`config.mk`:
```
export PLATFORM = sky130hd
export DESIGN_NAME = tohost_monitor
export DESIGN_NICKNAME = d
export VERILOG_FILES = /design/src/rtl/tohost_pkg.sv /design/src/rtl/tohost_monitor.sv
export SDC_FILE = /design/constraint.sdc
export NUM_CORES = 1
export LEC_CHECK = 0
export CORE_MARGIN = 10
export CORE_UTILIZATION = 46
export DETAILED_ROUTE_END_ITERATION = 8
export PLACE_DENSITY = 0.9
export SETUP_SLACK_MARGIN = 0.4
export SLEW_MARGIN = 20
export SYNTH_ARGS = -nofsm -noshare
export SYNTH_HDL_FRONTEND = slang
export SYNTH_SLANG_ARGS = --single-unit
```
`constraint.sdc`:
```
create_clock -name clk -period 4.4 [get_ports clk]
set_clock_uncertainty 0.1 [all_clocks]
set_input_delay 0.66 -clock clk [delete_from_list [all_inputs] [get_ports clk]]
set_output_delay 0.66 -clock clk [all_outputs]
set_load 0.02 [all_outputs]
```
`src/rtl/tohost_pkg.sv`:
```
// tohost_pkg: shared types and helpers for the tohost test-completion monitor.
//   tohost_state_e   monitor state encoding
//   TOHOST_CSR_ADDR  default CSR address of tohost (0x51E)
//   is_tohost_pass   true for a tohost value that signals a passing test
package tohost_pkg;

  typedef enum logic [2:0] {
    ST_IDLE    = 3'd0,
    ST_RUN     = 3'd1,
    ST_PASS    = 3'd2,
    ST_FAIL    = 3'd3,
    ST_TIMEOUT = 3'd4
  } tohost_state_e;

  localparam logic [11:0] TOHOST_CSR_ADDR = 12'h51E;

  // Widest data word the helper accepts; narrower words are zero-extended
  // by the caller.
  localparam int unsigned MAX_XLEN = 64;

  // A passing tohost write is exactly 1: LSB set and test number zero.
  function automatic logic is_tohost_pass(input logic [MAX_XLEN-1:0] wdata);
    return wdata[0] && (wdata[MAX_XLEN-1:1] == '0);
  endfunction

endpackage

```
`src/rtl/tohost_monitor.sv`:
```
// tohost_monitor: snoops per-hart CSR write ports for writes to tohost and
// latches a pass / fail / timeout verdict under a RUN-cycle budget.
//
// Ports:
//   clk, rst_n        clock, asynchronous active-low reset
//   start             single-cycle arm pulse (ignored while running)
//   csr_we/addr/wdata per-hart CSR write port, hart h in slice h
//   busy, done        state is RUN / state is PASS, FAIL or TIMEOUT
//   pass, timed_out   state is PASS / state is TIMEOUT
//   fail_code         wdata[XLEN-1:1] of the failing write
//   fail_hart         index of the failing hart
//   hart_done         per-hart pass flags
//   cycle_count       elapsed RUN cycles, frozen at the verdict
//
// state      | meaning
// -----------+---------------------------------------------------
// ST_IDLE    | not armed, waiting for start
// ST_RUN     | armed, snooping tohost writes, counting cycles
// ST_PASS    | every hart wrote a passing tohost value
// ST_FAIL    | some hart wrote a nonzero test number
// ST_TIMEOUT | budget expired with no completion
module tohost_monitor
  import tohost_pkg::*;
#(
  parameter int unsigned NUM_HARTS      = 1,
  parameter int unsigned XLEN           = 32,
  parameter logic [11:0] TOHOST_ADDR    = TOHOST_CSR_ADDR,
  parameter int unsigned TIMEOUT_CYCLES = 10000,
  parameter int unsigned CNT_W          = $clog2(TIMEOUT_CYCLES + 1),
  parameter int unsigned HART_W         = (NUM_HARTS > 1) ? $clog2(NUM_HARTS) : 1
) (
  input  logic                      clk,
  input  logic                      rst_n,
  input  logic                      start,
  input  logic [NUM_HARTS-1:0]      csr_we,
  input  logic [NUM_HARTS*12-1:0]   csr_addr,
  input  logic [NUM_HARTS*XLEN-1:0] csr_wdata,
  output logic                      busy,
  output logic                      done,
  output logic                      pass,
  output logic                      timed_out,
  output logic [XLEN-2:0]           fail_code,
  output logic [HART_W-1:0]         fail_hart,
  output logic [NUM_HARTS-1:0]      hart_done,
  output logic [CNT_W-1:0]          cycle_count
);

  tohost_state_e          state_q, state_d;
  logic [NUM_HARTS-1:0]   hart_done_q, hart_done_d;
  logic [CNT_W-1:0]       cnt_q, cnt_d;
  logic [XLEN-2:0]        fail_code_q, fail_code_d;
  logic [HART_W-1:0]      fail_hart_q, fail_hart_d;

  logic [NUM_HARTS-1:0]   pass_w;
  logic [NUM_HARTS-1:0]   fail_w;
  logic [XLEN-2:0]        code_w [NUM_HARTS];
  logic                   fail_any;
  logic [XLEN-2:0]        fail_sel_code;
  logic [HART_W-1:0]      fail_sel_hart;
  logic [NUM_HARTS-1:0]   done_next;

  for (genvar h = 0; h < NUM_HARTS; h++) begin : g_hart
    logic [XLEN-1:0] wd;
    logic            hit;
    assign wd        = csr_wdata[h*XLEN +: XLEN];
    assign hit       = csr_we[h] && (csr_addr[h*12 +: 12] == TOHOST_ADDR) && wd[0];
    assign pass_w[h] = hit && is_tohost_pass(MAX_XLEN'(wd));
    assign fail_w[h] = hit && (wd[XLEN-1:1] != '0);
    assign code_w[h] = wd[XLEN-1:1];
  end

  // Descending scan so the lowest failing hart is the last assignment.
  always_comb begin
    fail_any      = |fail_w;
    fail_sel_code = '0;
    fail_sel_hart = '0;
    for (int h = NUM_HARTS - 1; h >= 0; h--) begin
      if (fail_w[h]) begin
        fail_sel_code = code_w[h];
        fail_sel_hart = HART_W'(h);
      end
    end
  end

  assign done_next = hart_done_q | pass_w;

  always_comb begin
    state_d     = state_q;
    hart_done_d = hart_done_q;
    cnt_d       = cnt_q;
    fail_code_d = fail_code_q;
    fail_hart_d = fail_hart_q;
    case (state_q)
      ST_RUN: begin
        // Counter always advances in RUN, so it freezes at k+1 on a verdict.
        cnt_d       = cnt_q + CNT_W'(1);
        hart_done_d = done_next;
        if (fail_any) begin
          state_d     = ST_FAIL;
          fail_code_d = fail_sel_code;
          fail_hart_d = fail_sel_hart;
        end else if (&done_next) begin
          state_d = ST_PASS;
        end else if (cnt_q == CNT_W'(TIMEOUT_CYCLES - 1)) begin
          state_d = ST_TIMEOUT;
        end
      end
      default: begin
        if (start) begin
          state_d     = ST_RUN;
          hart_done_d = '0;
          cnt_d       = '0;
          fail_code_d = '0;
          fail_hart_d = '0;
        end
      end
    endcase
  end

  always_ff @(posedge clk or negedge rst_n) begin
    if (!rst_n) begin
      state_q     <= ST_IDLE;
      hart_done_q <= '0;
      cnt_q       <= '0;
      fail_code_q <= '0;
      fail_hart_q <= '0;
    end else begin
      state_q     <= state_d;
      hart_done_q <= hart_done_d;
      cnt_q       <= cnt_d;
      fail_code_q <= fail_code_d;
      fail_hart_q <= fail_hart_d;
    end
  end

  assign busy        = (state_q == ST_RUN);
  assign done        = (state_q == ST_PASS) || (state_q == ST_FAIL) || (state_q == ST_TIMEOUT);
  assign pass        = (state_q == ST_PASS);
  assign timed_out   = (state_q == ST_TIMEOUT);
  assign fail_code   = fail_code_q;
  assign fail_hart   = fail_hart_q;
  assign hart_done   = hart_done_q;
  assign cycle_count = cnt_q;

endmodule

```
# Word level (Yosys, flattened, before mapping)
# Index checks and enable logic that the tools add are counted.
# op_classes
n_addsub	1
n_reduce_logical	12
mux	14
bitwise	1
eq_ne	8
# op_table
op	n
2-to-1 mux 31 bit	3
logical NOT 31 bit	1
nonzero test 31 bit	1
2-to-1 mux 14 bit	2
2-to-1 mux 3 bit	5
adder 14 x 1 -> 14 bit, second input constant	1
== test 14 bit, second input constant	1
== test 12 x 11 -> 1 bit, second input constant	1
== test 3 x 2 -> 1 bit, second input constant	2
logical AND 1 bit	5
2-to-1 mux 1 bit	4
!= test 4 x 1 -> 1 bit, second input constant	1
AND reduction 2 bit	2
== test 3 x 1 -> 1 bit, second input constant	1
== test 3 bit, second input constant	1
logical OR 1 bit	2
!= test 2 x 1 -> 1 bit, second input constant	1
nonzero test 2 bit	1
bitwise OR 1 bit	1
# word_totals
inputBits	48
regBits	50
out_inout_bits	51

# Logic depth before layout (Yosys ltp)
# Gate-level depths: netlist of run 1.
# logic_depth
depth_word	8
depth_mapped	6
ltp_nobuf	5

# Least setup slack after synthesis of run 1
# No wires, ideal clock.
# synth_path
path_kind	register to register
startpoint	register cnt_q[0] (netlist: cycle_count[0])
endpoint	register state_q[2]
arrival_time_ps	1810
path_stages_with_launch	6
required_time_ps	4218
path_buffers	0
setup_time_ps	82
path_slack_ps	2407
cell_sequence	dfrtp_1 ha_1 nand3_1 or4_1 or4_1 o22ai_1
# synth_between
elab_chain_cells	3
# synth_lines
item	line	rtl
from (decl)	tohost_monitor.sv:50	logic [CNT_W-1:0] cnt_q, cnt_d;
from (signal assigned)	tohost_monitor.sv:130	cnt_q <= cnt_d;
== test 14 bit	tohost_monitor.sv:104	end else if (cnt_q == CNT_W'(TIMEOUT_CYCLES - 1)) begin
!= test 4 x 1 -> 1 bit (no line)	--	
AND reduction 2 bit (no line)	--	
to (signal assigned)	tohost_monitor.sv:128	state_q <= state_d;
to (decl)	tohost_monitor.sv:48	tohost_state_e state_q, state_d;
# No other way between the ends.
# A chain may end at the register's enable or synchronous reset.

# Worst setup path after layout of run 1
# layout_path
startpoint	register state_q[1]
endpoint	output busy
# layout_between
elab_chain_cells	1
# layout_lines
item	line	rtl
== test 3 x 1 -> 1 bit	tohost_monitor.sv:136	assign busy = (state_q == ST_RUN);
to (decl)	tohost_monitor.sv:38	output logic busy,
# No other way between the ends.

==> results of run 1 <==
cells in the final DEF (no fill, tap or decap), drive strengths merged, types with 5 or more instances in the layout:
| cell type | n |
|---|---|
| clkbuf | 7 |
| clkdlybuf4s50 | 96 |
| dfrtp | 49 |
| inv | 34 |
| mux2i | 33 |
| nand2 | 46 |
| nand3 | 6 |
| nor2 | 7 |
| nor4 | 8 |
| o21ai | 12 |
| o31ai | 5 |
worst paths after layout:
path	start	to	slack, ns
worst max-delay path	state_q[1]$_DFFE_PN0P_	busy	1.29
worst min-delay path	rst_n	cycle_count[13]$_DFFE_PN0P_	0.27
worst max register to register	state_q[1]$_DFFE_PN0P_	fail_code[30]$_DFFE_PN0P_	2.02
worst min register to register	cycle_count[13]$_DFFE_PN0P_	cycle_count[13]$_DFFE_PN0P_	0.40
max in group asynchronous	rst_n	cycle_count[1]$_DFFE_PN0P_	3.51
min in group clk	cycle_count[13]$_DFFE_PN0P_	cycle_count[13]$_DFFE_PN0P_	0.40
layer usage:
| layer | part of all wire, % | routed length (microns) | global-route usage (%) |
|---|---|---|---|
| met5 | 0 | 0 | 0 |
| met4 | 2.4 | 162 | 6.68 |
| met3 | 8.4 | 569 | 6.28 |
| met2 | 50 | 3370 | 27.1 |
| met1 | 39 | 2650 | 16.8 |
power groups by stage:
| stage | Sequential, uW | Clock [uW] | Combinational (uW) |
|---|---|---|---|
| 2_1_floorplan | 581 | 0 | 67.2 |
| 3_5_place_dp | 547 | 0 | 257 |
| 4_1_cts | 538 | 270 | 258 |
| 6_report | 540 | 265 | 254 |
| 3_3_place_gp | 545 | 0 | 249 |
| 5_1_grt | 546 | 284 | 279 |
metrics by stage:
stage / setup slack, ns / area (sq um)
floorplan: 2.41 / 2400
global placement: 1.17 / 3420
detailed placement: 1.12 / 3420
CTS: 1.28 / 3500
global route: 1.21 / 3510
finish: 1.29 / 3510
flip-flops by register name, indices dropped and copies added (netlist names):
register and cells:
fail_code 31, hart_done 1, state_q 3, cycle_count 14
area by class of cell:
class / count / area [sq um] / area share (%)
Clock buffer: 7 / 86.3 / 2.46
Inverter: 34 / 128 / 3.64
Multi-Input combinational cell: 153 / 995 / 28.4
Sequential cell: 49 / 1230 / 35.0
Tap cell: 70 / 87.6 / 2.50
Timing Repair Buffer: 99 / 983 / 28.1
cells by family after synthesis:
kind of cell,synth area share (%)
simple gates,18.7
flops,51.0
buf+inv,7.96
mux,13.7
compound gates,7.55
fa+ha+maj,0.520
other cells,0.156
xor+xnor,0.364
==> flow_summary.yaml, run 1 <==
power:
  p_comb_share_pct: 24.0
  p_sw_uw: 317
  netSwitchingFraction_pct: 29.9
  power_frac_clock_pct: 25.0
  p_per_area_mw_per_mm2: 302
  total_power_uw: 1060
  p_int_uw: 742
  ir_worst_vdd_mv: 0.208
  leakage_uw: 0.00178
  power_frac_seq_pct: 51.0
cells_and_area:
  diodes: 0
  nets: 391
  fin_util_pct: 69.1
  final_cells: 412
  drive_gt1_share_pct: 3.22
  syn2layout_area_growth_pct: 45.9
  fill_cells: 419
floorplan:
  coreArea_sq_mm: 0.00507
  die_area_sq_mm: 0.00852
  num_io_pins: 99
  start_util_pct: 47.4
  die_x_microns: 92.3
  num_rows: 26
  dieHeight_microns: 92.3
logic_synthesis:
  synth_most_common_cell: "dfrtp_1"
  syn_area_per_cell_sq_um: 9.73
  synth_cell_types: 34
  syn_nets: 296
  synth_area_sq_mm: 0.00240
  synth_top_area_share_pct: 51.0
  yosys_warnings: 0
  synthTopCellsByCount: "49 x dfrtp_1, 46 x nand2_1, 34 x inv_1"
  synth_top_area_cell: "dfrtp_1"
  synthArstFlopShare_pct: 100
  synth_edf_count: 0
  ys_seq_elements: 49
  synth_cells: 247
  yosysSeqAreaShare_pct: 51.0
  synth_area_leaders: "dfrtp_1 51%, mux2i_1 14%, nand2_1 7.2%"
  synth_flop_cell: "dfrtp_1"
clock_network:
  clock_sinks: 49
  path_clk_slew_ns: 0.08
  postCtsSetupRepairBufs: 0
  clock_latency_ns: 0.29
  hold_buffers: 0
  htreeDepth: 2
  cts-root-buf: "clkbuf_8"
  cts-resized-gates: 0
  cts.path.max_buffers: 2
  numCtsBuffers: 5
  tritoncts: "yes"
critical_path:
  path_buf_inv: 2
  end_kind: "output port"
  cp.depth: 3
  crit_path_cell_trace: "or3b_1, inv_1, clkdlybuf4s50_1"
  crit_type: "reg -> out"
  crit_fanout: 13
  worstPathRequired_ns: 3.64
  crit_arrival_ns: 2.35
  critical_path.top_delay_family: "buffers and inverters"
  ff2ff_path_depth: 5
  cp_slowest_cell: "clkdlybuf4s50_1"
  startpoint_type: "flip-flop"
  max_stage_delay_ns: 0.70
timing:
  worst_pin_slew_ns: 0.620
  whs_ns: 0.274
  setup_viol: 0
  relSlewSlack_pct: 58.7
  grt_setup_unrepaired: "no"
  final.setup.tns_ns: 0
  hold_viol_final: 0
  clock.fmax_mhz: 321
  min_period_over_period_pct: 70.7
  min_period_ns: 3.11
  timing.final.max_slew_violations: 0
run_status:
  outcome: "finished clean"
grt:
  antenna_found_initial: 0
  grt_pass1_wl_mm: 10.9
  grt.total_usage_pct: 15.8
  grt_pass1_vias: 2260
  overflow: 0
  grt_max_degree: 50
detailed_routing:
  ant_nets: 0
  num_vias: 2134
  post-route-drc-count: 0
  wl_mm: 6.75
  via_per_inst: 5.18
  drtIter0Drc: 96
  firstDrtPassIters: 4
  wl_per_cell_microns: 16.4
flow_run:
  maxCapViolations: 0
worst_hold_path:
  hp-class: "in -> async"
placed_design:
  gp_congestion: 0.777
  io_buffers: 97
  placed_cells: 405
  hpwl_mm: 5.36
(Power assumes the default switching activity.)
==> run 2: changes to the inputs <==
- CORE_UTILIZATION: 46 -> 43
- PLACE_DENSITY: 0.9 -> 0.85
- clock period: 4.4 -> 3.07 ns (I/O delays scaled with it)
==> flow_summary.yaml, run 2 (synthesized netlist as in run 1, its figures left out) <==
clock_network:
  path_clk_slew_ns: 0.09
  numCtsBuffers: 5
  clock_latency_ns: 0.29
  tritoncts: "yes"
  postCtsSetupRepairBufs: 0
  clock_sinks: 49
  htreeDepth: 2
  cts.path.max_buffers: 2
  cts-root-buf: "clkbuf_8"
critical_path:
  worstSetupStartpoint: "state_q[1]$_DFFE_PN0P_"
  end_kind: "output port"
  startpoint_type: "flip-flop"
  crit_arrival_ns: 1.89
  max_stage_delay_ns: 0.61
  crit_fanout: 13
  worstPathRequired_ns: 2.51
  path_buf_inv: 2
  reg2reg_from: "cycle_count[0]$_DFFE_PN0P_"
  crit_path_cell_trace: "or3b_4, inv_1, clkdlybuf4s50_1"
  cp_slowest_cell: "clkdlybuf4s50_1"
  critical_path.top_delay_family: "buffers and inverters"
  crit_type: "reg -> out"
cells_and_area:
  fill_cells: 474
  largest_register_ffs: 31
  final_cell_mix: "96 x clkdlybuf4s50_1, 49 x dfrtp_1, 46 x nand2_1"
  diodes: 0
  nets: 392
  final_common_cell: "clkdlybuf4s50_1"
  multi_input_area_sq_um: 997
  syn2layout_area_growth_pct: 47.6
  seq_area_sq_mm: 0.00123
  drive_gt1_share_pct: 4.08
grt:
  grt_pass1_wl_mm: 10.7
  grt_pass1_vias: 2159
  antenna_found_initial: 0
  grt_max_degree: 50
  grt.total_usage_pct: 15.0
  overflow: 0
timing:
  whs_ns: 0.0619
  setup_viol: 0
  min_period_over_period_pct: 79.8
  grt_setup_unrepaired: "no"
  final.setup.tns_ns: 0
  min_period_ns: 2.45
  worst_pin_slew_ns: 0.606
  clock.fmax_mhz: 408
  timing.final.max_slew_violations: 0
  relSlewSlack_pct: 59.6
  hold_viol_final: 0
detailed_routing:
  wl_per_cell_microns: 16.1
  wl_mm: 6.66
  firstDrtPassIters: 4
  via_per_inst: 5.01
  ant_nets: 0
  num_vias: 2080
  post-route-drc-count: 0
  drtIter0Drc: 69
power:
  power_frac_seq_pct: 48.8
  p_sw_uw: 460
  p_per_area_mw_per_mm2: 446
  power_frac_clock_pct: 27.9
  leakage_uw: 0.00180
  p_int_uw: 1120
  p_comb_share_pct: 23.2
  ir_worst_vdd_mv: 0.321
  netSwitchingFraction_pct: 29.1
run_status:
  outcome: "finished clean"
floorplan:
  num_io_pins: 99
  num_rows: 27
  start_util_pct: 43.9
  die_x_microns: 94.8
  die_area_sq_mm: 0.00898
  dieHeight_microns: 94.8
  coreArea_sq_mm: 0.00547
placed_design:
  hpwl_mm: 5.17
  io_buffers: 97
  gp_congestion: 0.765
flow_run:
  maxCapViolations: 0
worst_hold_path:
  hp-class: "in -> async"
## run 2: through the flow
step | utilization [%] | cell area [sq um] | power (uW) | worst slack [ns] | cells
after global routing | 64.8 | 3550 | 1670 | 0.526 | 415
after global placement | 62.8 | 3440 | 1140 | 0.484 | 408
after floorplan | - | 2400 | 929 | 1.08 | 247
after detailed placement | 62.8 | 3440 | 1150 | 0.406 | 408
final | 64.8 | 3550 | 1580 | 0.619 | 415
after CTS | 64.7 | 3540 | 1590 | 0.493 | 415
## run 2: metal layers
layer | GRT usage, % | share of wire, % | routed length (microns)
met1 | 18.2 | 43 | 2900
met2 | 24.6 | 47 | 3140
met3 | 6.19 | 9.0 | 597
met4 | 2.99 | 0.35 | 23
met5 | 0 | 0 | 0
## run 2: power groups by stage
stage,clock network [uW],registers [uW],logic (uW)
5_1_grt,481,781,404
2_1_floorplan,0,833,96.4
3_5_place_dp,0,783,370
3_3_place_gp,0,782,359
4_1_cts,447,771,373
6_report,442,773,367
## run 2: layout make-up
cell class                      count  share of cell area (%)
Clock buffer                        5                    1.94
Sequential cell                    49                    34.6
Tap cell                           72                    2.54
Clock inverter                      2                   0.987
Timing Repair Buffer              100                    28.3
Multi-Input combinational cell    153                    28.1
Inverter                           34                    3.60
## run 2: final timing paths
path | to | slack (ns) | cells after the start
setup / recovery | busy | 0.62 | 3
hold / removal | fail_code[22]$_DFFE_PN0P_ | 0.06 | 1
setup reg to reg | state_q[2]$_DFFE_PN0P_ | 0.93 | 5
hold reg to reg | cycle_count[13]$_DFFE_PN0P_ | 0.41 | 1
max in group asynchronous | fail_code[4]$_DFFE_PN0P_ | 2.39 | 1
min in group clk | cycle_count[13]$_DFFE_PN0P_ | 0.41 | 1
## run 2: repair_timing
item                                    CTS  global route
endpoints found under the setup margin    0             1
hold buffers                              0             0
gates resized for setup                   0             1
